==> config.mk <==
export PLATFORM = sky130hd
export DESIGN_NAME = seg7_scan_mux
export DESIGN_NICKNAME = d
export VERILOG_FILES = /design/src/rtl/seg7_disp_pkg.sv /design/src/rtl/seg7_scan_mux_hex_to_seg7.sv /design/src/rtl/seg7_scan_mux.sv
export SDC_FILE = /design/constraint.sdc
export NUM_CORES = 1
export LEC_CHECK = 0
export CORE_ASPECT_RATIO = 1.1
export CORE_UTILIZATION = 30
export CTS_CLUSTER_DIAMETER = 150
export DETAILED_ROUTE_END_ITERATION = 10
export PLACE_DENSITY_LB_ADDON = 0.1
export SYNTH_ARGS = -nofsm -noshare
export SYNTH_HDL_FRONTEND = slang
export SYNTH_SLANG_ARGS = --single-unit
==> constraint.sdc <==
create_clock -name clk -period 3.4 [get_ports clk]
set_input_delay 0.34 -clock clk [delete_from_list [all_inputs] [get_ports clk]]
set_output_delay 0.34 -clock clk [all_outputs]
set_load 0.01 [all_outputs]
==> src/rtl/seg7_disp_pkg.sv <==
// Shared seven-segment display constants: blank pattern, hex glyph table, anode levels.
package seg7_disp_pkg;

  // Segment order is {g,f,e,d,c,b,a}; a 0 lights the segment.
  localparam logic [6:0] SEG_BLANK = 7'h7F;

  // Active-low glyphs for hex digits 0..F.
  localparam logic [6:0] HEX_SEG [16] = '{
    7'h40, 7'h79, 7'h24, 7'h30,
    7'h19, 7'h12, 7'h02, 7'h78,
    7'h00, 7'h10, 7'h08, 7'h03,
    7'h46, 7'h21, 7'h06, 7'h0E
  };

  // Common-anode drive levels.
  localparam logic AN_ON  = 1'b0;
  localparam logic AN_OFF = 1'b1;

endpackage

==> src/rtl/seg7_scan_mux_hex_to_seg7.sv <==
// Combinational hex nibble to active-low seven-segment glyph.
module hex_to_seg7
  import seg7_disp_pkg::*;
(
  input  logic [3:0] nib,
  output logic [6:0] seg_c
);

  // Table lookup of the glyph for this nibble.
  assign seg_c = HEX_SEG[nib];

endmodule

==> src/rtl/seg7_scan_mux.sv <==
// Time-multiplexed common-anode seven-segment driver.
// scan_clk is synchronised and edge-detected; each rising edge advances the
// active digit, with a short all-anodes-off gap, and the displayed value is
// captured once per frame so a digit never tears mid-scan.
// Optional build macro: LEAD_ZERO_BLANK_EN blanks leading zero digits.
module seg7_scan_mux
  import seg7_disp_pkg::*;
#(
  parameter int unsigned NUM_DIGITS   = 4,
  parameter int unsigned SYNC_STAGES  = 2,
  parameter int unsigned BLANK_CYCLES = 4
) (
  input  logic                    clk,
  input  logic                    reset,
  input  logic                    scan_clk,
  input  logic                    en,
  input  logic [4*NUM_DIGITS-1:0] value,
  input  logic [NUM_DIGITS-1:0]   dp_in,
  output logic [NUM_DIGITS-1:0]   an,
  output logic [6:0]              seg,
  output logic                    dp,
  output logic                    frame_start
);

  localparam int unsigned IDX_W = $clog2(NUM_DIGITS);
  localparam int unsigned CNT_W = $clog2(BLANK_CYCLES + 1);
  localparam logic [IDX_W-1:0] LAST_IDX   = IDX_W'(NUM_DIGITS - 1);
  localparam logic [CNT_W-1:0] BLANK_LOAD = CNT_W'(BLANK_CYCLES);

  logic [SYNC_STAGES-1:0]  sync_q;
  logic                    sync_prev_q;
  logic                    tick_c;
  logic                    wrap_c;
  logic [IDX_W-1:0]        idx_q;
  logic [CNT_W-1:0]        blank_q;
  logic [4*NUM_DIGITS-1:0] shadow_val_q;
  logic [NUM_DIGITS-1:0]   shadow_dp_q;
  logic [3:0]              nib_c;
  logic                    dp_sel_c;
  logic [NUM_DIGITS-1:0]   an_sel_c;
  logic [6:0]              dec_seg_c;
  logic                    lz_blank_c;

  // Synchroniser chain plus edge register on the slow scan clock.
  always_ff @(posedge clk or negedge reset) begin
    if (!reset) begin
      sync_q      <= '0;
      sync_prev_q <= 1'b0;
    end else begin
      sync_q      <= {sync_q[SYNC_STAGES-2:0], scan_clk};
      sync_prev_q <= sync_q[SYNC_STAGES-1];
    end
  end

  assign tick_c = sync_q[SYNC_STAGES-1] & ~sync_prev_q;
  assign wrap_c = (idx_q == LAST_IDX);

  // Digit index, inter-digit blank counter and per-frame shadow capture.
  always_ff @(posedge clk or negedge reset) begin
    if (!reset) begin
      idx_q        <= '0;
      blank_q      <= '0;
      shadow_val_q <= '0;
      shadow_dp_q  <= '0;
    end else if (!en) begin
      // Keep the gap armed so the held digit reappears after a full blank interval.
      blank_q <= BLANK_LOAD;
    end else if (tick_c) begin
      idx_q   <= wrap_c ? '0 : idx_q + IDX_W'(1);
      blank_q <= BLANK_LOAD;
      if (wrap_c) begin
        shadow_val_q <= value;
        shadow_dp_q  <= dp_in;
      end
    end else if (blank_q != '0) begin
      blank_q <= blank_q - CNT_W'(1);
    end
  end

  // Select the active digit's nibble, decimal point and anode pattern.
  always_comb begin
    nib_c    = '0;
    dp_sel_c = 1'b0;
    an_sel_c = '1;
    for (int i = 0; i < NUM_DIGITS; i++) begin
      if (idx_q == IDX_W'(i)) begin
        nib_c       = shadow_val_q[4*i +: 4];
        dp_sel_c    = shadow_dp_q[i];
        an_sel_c[i] = AN_ON;
      end else begin
        an_sel_c[i] = AN_OFF;
      end
    end
  end

`ifdef LEAD_ZERO_BLANK_EN
  logic zero_above_c;

  // Blank a digit when it and every more significant digit are zero; digit 0 always shows.
  always_comb begin
    zero_above_c = 1'b1;
    lz_blank_c   = 1'b0;
    for (int i = NUM_DIGITS - 1; i >= 1; i--) begin
      zero_above_c = zero_above_c & (shadow_val_q[4*i +: 4] == 4'h0);
      if (idx_q == IDX_W'(i)) begin
        lz_blank_c = zero_above_c;
      end
    end
  end
`else
  assign lz_blank_c = 1'b0;
`endif

  hex_to_seg7 u_hex_to_seg7 (
    .nib   (nib_c),
    .seg_c (dec_seg_c)
  );

  // Registered display drive and frame marker.
  always_ff @(posedge clk or negedge reset) begin
    if (!reset) begin
      an          <= '1;
      seg         <= SEG_BLANK;
      dp          <= 1'b1;
      frame_start <= 1'b0;
    end else begin
      frame_start <= en & tick_c & wrap_c;
      if (en && (blank_q == '0)) begin
        an  <= an_sel_c;
        seg <= lz_blank_c ? SEG_BLANK : dec_seg_c;
        dp  <= ~dp_sel_c;
      end else begin
        an  <= '1;
        seg <= SEG_BLANK;
        dp  <= 1'b1;
      end
    end
  end

endmodule

==> impl_metrics.toml, run 1 <==
[run_status]
status = "finished, final reports clean"

[layout]
antennaDiodeCount = 0
postLayoutCoreUtil = 0.401
multi_input_area_um2 = 881
register_area_mm2 = 0.00104
syn_to_final_growth_pct = 26.4
fill_cells = 618
drive_gt1_frac = 0.254
nets = 236

[sta]
slew-limit-headroom = 0.379
period_minus_slack_ps = 2580
tns_ps = 0
finalWorstSetupSlack_ps = 820
finalCritPeriodShare = 0.759
rsz0062_at_grt = "false"
worst_slew_pin_slew_ps = 931
hold_viol_final = 0
fmaxAchievable_mhz = 388
drv_slew = 0
finClkSkew_ps = 9.03
finalSetupViolations = 0

[setup_path]
cp.arrival_ps = 2770
critical_path_buf_inv_count = 1
reg2regPathDepth = 9
start_kind = "flip-flop"
criticalPathCategory = "reg -> reg"
crit_slowest_cell = "dfrtp_1"
path_cells = "ha_1 -> nor2_1 -> o211ai_1 -> o21ai_0 -> inv_1 -> ha_1 -> nor2b_1 -> a21oi_1 -> o221ai_1"
reg2reg_from = "idx_q[0]$_DFFE_PN0P_"
worstPathRequired_ps = 3590
rrSetupSlack_ps = 820
cp-end-kind = "flip-flop"
r2r-end = "seg[5]$_DFF_PN1_"
critPathMaxStageDelay_ps = 430
crit_family = "compound AO/OA/AOI/OAI gates"
cp_common_cell = "ha_1"
crit_path_max_fanout = 15

[drt]
vias = 1303
drc = 0
ant_nets = 0
drt-initial-drc-count = 60
wl_per_cell_um = 13.8
wl_um = 3870
dr.pass1.iters = 4
via_per_inst = 4.64

[placed_design]
portBuffers = 36
place_ws_ps = 838
place_congestion = 0.748
hpwl_um = 2800

[floorplan]
core_mm2 = 0.00631
ios = 37
chipWidth_um = 79.9
initial_core_util = 0.318
die_h_um = 87.7
dieArea_mm2 = 0.00701
row_count = 30

[clock_tree]
cts_hold_buf = 0
cts_resized = 0
post-cts-setup-buffer-count = 0
clock_sinks = 41
clk_pin_slew_ps = 80
cts_tree = "done"
cts_root_buf = "clkbuf_8"
clk_latency_ps = 290
h-tree-depth = 2
clk_path_buf_depth = 2
cts_buffers = 5

[global_route]
grt_pass1_vias = 1341
grt_pass1_wl_um = 6760
grt_max_degree = 42
antenna_found_initial = 0
globalRouteOverflowTotal = 0
track_usage = 0.131

[pwr]
peakVddDrop_v = 0.000260
powerDensity_mw_per_mm2 = 787
leakage_nw = 1.07

[worst_hold_path]
hold_path_class = "in -> async"

[yosys]
synth_top_cell_by_area = "dfrtp_1"
synth.avg_cell_area_um2 = 12.3
ys_warn_count = 0
synth_cells = 163
synth_area_mm2 = 0.00200
yosysSeqAreaShare = 0.520
yosysUniqueCellTypes = 39
synth_flop_cell = "dfrtp_1"
synth-edff-count = 0
netlist_top_cells_area = "dfrtp_1, dfstp_2, mux2_2"
synth_top_area_frac = 0.362
async_flop_share = 1.00
ys_ff_latch = 41
synth_nets = 199

[run]
cap_violations = 0
==> state kept, by name (all words and copies together) (netlist names) <==
register and count:
seg 7, shadow_dp_q 4, sync_q 2, an 4, frame_start 1, sync_prev_q 1
dp 1, blank_q 3, shadow_val_q 16, idx_q 2
==> synthesized netlist by cell type (2+ instances only) <==
master / n
nor2b_1: 5
buf_6: 2
a211oi_2: 2
inv_1: 7
o221ai_1: 4
dfstp_2: 12
nand3b_1: 5
or2b_1: 2
o211ai_1: 2
nor3b_1: 3
nand2_1: 16
o21ai_1: 2
a21oi_1: 7
buf_2: 2
mux2_2: 21
dfrtp_1: 29
ha_1: 12
nor2_1: 4
o21ai_0: 3
mux2i_1: 3
and2_1: 2
==> worst max path at each step <==
stage	slack, ps	depth (start not counted)	endpoint	from
3_3_place_gp	1020	9	seg[6]$_DFF_PN1_	idx_q[0]$_DFFE_PN0P_
5_1_grt	510	9	seg[6]$_DFF_PN1_	idx_q[0]$_DFFE_PN0P_
3_5_place_dp	840	9	seg[5]$_DFF_PN1_	idx_q[0]$_DFFE_PN0P_
2_1_floorplan	1240	9	seg[6]$_DFF_PN1_	idx_q[0]$_DFFE_PN0P_
4_1_cts	810	9	seg[5]$_DFF_PN1_	idx_q[0]$_DFFE_PN0P_
6_report	820	9	seg[5]$_DFF_PN1_	idx_q[0]$_DFFE_PN0P_
==> per-layer routing <==
layer	wire, um	GRT usage	part of all wire
met5	0	0	0
met4	55	0.0536	0.014
met3	166	0.0375	0.043
met2	1790	0.193	0.46
met1	1870	0.179	0.48
==> layout make-up <==
cell class / count / share of cell area
clock buffer: 7 / 0.0341
clock inverter: 1 / 0.0119
inverter: 8 / 0.0119
multi-input combinational: 107 / 0.348
sequential: 41 / 0.411
tap: 80 / 0.0395
timing repair buffer: 37 / 0.143
==> where the power goes <==
part           internal [mW]  leakage, nW  total, mW  switching, mW
Sequential             0.638        0.491      0.721         0.0829
Clock                  0.239       0.0585      0.405          0.166
Combinational          0.391        0.519      0.865          0.473
==> logic make-up after synthesis <==
group	Yosys count	share of synthesized area
simple gates	43	0.117
mux	24	0.133
compound gates	27	0.110
buf+inv	15	0.0406
flops	41	0.520
xor+xnor	1	0.00437
fa+ha+maj	12	0.0750
==> cell usage in the layout (no fill, tap or decap), types with 2 or more instances in the layout <==
cell	n
a21oi_1	7
inv_1	7
nor2b_1	5
dfrtp_1	29
mux2i_1	3
o21ai_0	3
clkdlybuf4s50_1	35
o211ai_1	2
nand2_1	16
mux2_2	21
and2_1	2
ha_1	12
o221ai_1	4
nand3b_1	5
o21ai_1	2
clkbuf_8	6
dfstp_2	12
nor3b_1	3
or2b_1	2
a211oi_2	2
nor2_1	4
==> stage by stage <==
stage,std cells,cell area [um^2],total power [mW],hold WS (ps)
after global placement,273,2410,1.58,337
after CTS,281,2530,2.01,219
after detailed placement,273,2410,1.60,338
final,281,2530,1.99,182
after floorplan,163,2000,1.40,44.4
after global routing,281,2530,2.16,249
Power figures use the tool's default switching activity.
==> inputs of run 2 (changes only) <==
==> constraint.sdc (replaced) <==
create_clock -name clk -period 2.45 [get_ports clk]
set_input_delay 0.245 -clock clk [delete_from_list [all_inputs] [get_ports clk]]
set_output_delay 0.245 -clock clk [all_outputs]
set_load 0.01 [all_outputs]
==> impl_metrics.toml, run 2 (same netlist as run 1, synthesis figures left out) <==
[run_status]
status = "finished, final reports clean"

[drt]
dr.pass1.iters = 4
via_per_inst = 4.77
ant_nets = 0
wl_um = 3910
drc = 0
wl_per_cell_um = 13.8
vias = 1356
drt-initial-drc-count = 32

[sta]
finalCritPeriodShare = 0.911
slew-limit-headroom = 0.407
hold_viol_final = 0
finClkSkew_ps = 5.82
fmaxAchievable_mhz = 448
period_minus_slack_ps = 2230
worst_slew_pin_slew_ps = 889
holdWs_ps = 81.5
tns_ps = 0
drv_slew = 0
rsz0062_at_grt = "false"
finalSetupViolations = 0

[global_route]
grt_max_degree = 42
met1_usage = 0.170
antenna_found_initial = 0
grt.met2_usage = 0.216
grt_pass1_wl_um = 7020
grt_pass1_vias = 1410
use_met3 = 0.0365
track_usage = 0.133
top_usage_layer = "met2"
globalRouteOverflowTotal = 0

[placed_design]
place_congestion = 0.793
hpwl_um = 2890
portBuffers = 36

[clock_tree]
cts_buffers = 5
clk_path_buf_depth = 2
cts_root_buf = "clkbuf_8"
cts_hold_buf = 0
clk_latency_ps = 290
h-tree-depth = 2
clock_sinks = 41
cts_tree = "done"
clk_pin_slew_ps = 70
post-cts-setup-buffer-count = 0

[setup_path]
worstPathRequired_ps = 2640
cp-end-kind = "flip-flop"
path_cells = "inv_1 -> ha_2 -> or2b_1 -> o211ai_2 -> inv_2 -> ha_1 -> a2111oi_2 -> a41oi_1"
criticalPathCategory = "reg -> reg"
cp.arrival_ps = 2420
start_kind = "flip-flop"
crit_slowest_cell = "dfrtp_1"
crit_family = "compound AO/OA/AOI/OAI gates"
critical_path_buf_inv_count = 2
critPathMaxStageDelay_ps = 430
crit_path_max_fanout = 9

[pwr]
clkPwrFrac = 0.166
leakage_nw = 1.07
p_comb_frac = 0.467
total_power_mw = 2.74
powerDensity_mw_per_mm2 = 1080
seqPwrFrac = 0.367
internal-power_mw = 1.72
power_switching_mw = 1.02
netSwitchingFraction = 0.372
peakVddDrop_v = 0.000357

[floorplan]
ios = 37
row_count = 30
initial_core_util = 0.318
dieArea_mm2 = 0.00701
chipWidth_um = 79.9
die_h_um = 87.7
core_mm2 = 0.00631

[layout]
top_regs = "shadow_val_q (16), seg (7)"
drive_gt1_frac = 0.284
syn_to_final_growth_pct = 27.1
layout_commonest_cell = "clkdlybuf4s50_1"
layout_common_cells = "clkdlybuf4s50_1, dfrtp_1, mux2_2, nand2_1, dfstp_2"
register_area_mm2 = 0.00104
multi_input_area_um2 = 896
antennaDiodeCount = 0
largest_register_ffs = 16
nets = 239
fill_cells = 595
top_register = "shadow_val_q"

[run]
cap_violations = 0

[worst_hold_path]
hold_path_class = "in -> async"
-- run 2: power by group through the flow --
| stage | sequential [mW] | clock, mW | combinational [mW] |
|---|---|---|---|
| 2_1_floorplan | 0.987 | 0 | 0.953 |
| 3_3_place_gp | 1.02 | 0 | 1.23 |
| 3_5_place_dp | 1.02 | 0 | 1.26 |
| 4_1_cts | 1.01 | 0.478 | 1.26 |
| 5_1_grt | 1.04 | 0.514 | 1.44 |
| 6_report | 1.01 | 0.454 | 1.28 |
-- run 2: area by class of cell --
class                      instances  area share
inverter                           8      0.0118
sequential                        41       0.409
clock inverter                     1     0.00295
clock buffer                       7      0.0339
multi-input combinational        107       0.352
tap                               80      0.0393
timing repair buffer              40       0.151
-- run 2: stage by stage --
stage / util / instances / cell area, um^2 / worst slack [ps]
after global routing: 0.404 / 284 / 2550 / 14.2
after floorplan: - / 163 / 2000 / 286
final: 0.404 / 284 / 2550 / 217
after detailed placement: 0.387 / 276 / 2440 / 79.4
after global placement: 0.387 / 276 / 2440 / 232
after CTS: 0.401 / 284 / 2530 / 61.5
-- run 2: worst paths after layout --
path | slack, ps | end | depth (start not counted) | start
max | 220 | seg[3]$_DFF_PN1_ | 8 | idx_q[0]$_DFFE_PN0P_
min | 80 | shadow_val_q[12]$_DFFE_PN0P_ | 1 | reset
max reg2reg | 220 | seg[3]$_DFF_PN1_ | 8 | idx_q[0]$_DFFE_PN0P_
max in group asynchronous | 1820 | shadow_val_q[1]$_DFFE_PN0P_ | 1 | reset
min reg2reg | 350 | sync_q[1]$_DFF_PN0_ | 0 | sync_q[0]$_DFF_PN0_
min in group clk | 350 | sync_q[1]$_DFF_PN0_ | 0 | sync_q[0]$_DFF_PN0_
-- run 2: metal layers --
metal | wire length, um | share of wire
met4 | 66 | 0.017
met3 | 155 | 0.040
met1 | 1780 | 0.46
met5 | 0 | 0
met2 | 1900 | 0.49
-- run 2: what timing repair did --
item | in CTS | in global routing
gates resized for setup | 0 | 6
setup endpoints to repair | 0 | 4
endpoints found under the hold margin | 0 | 0
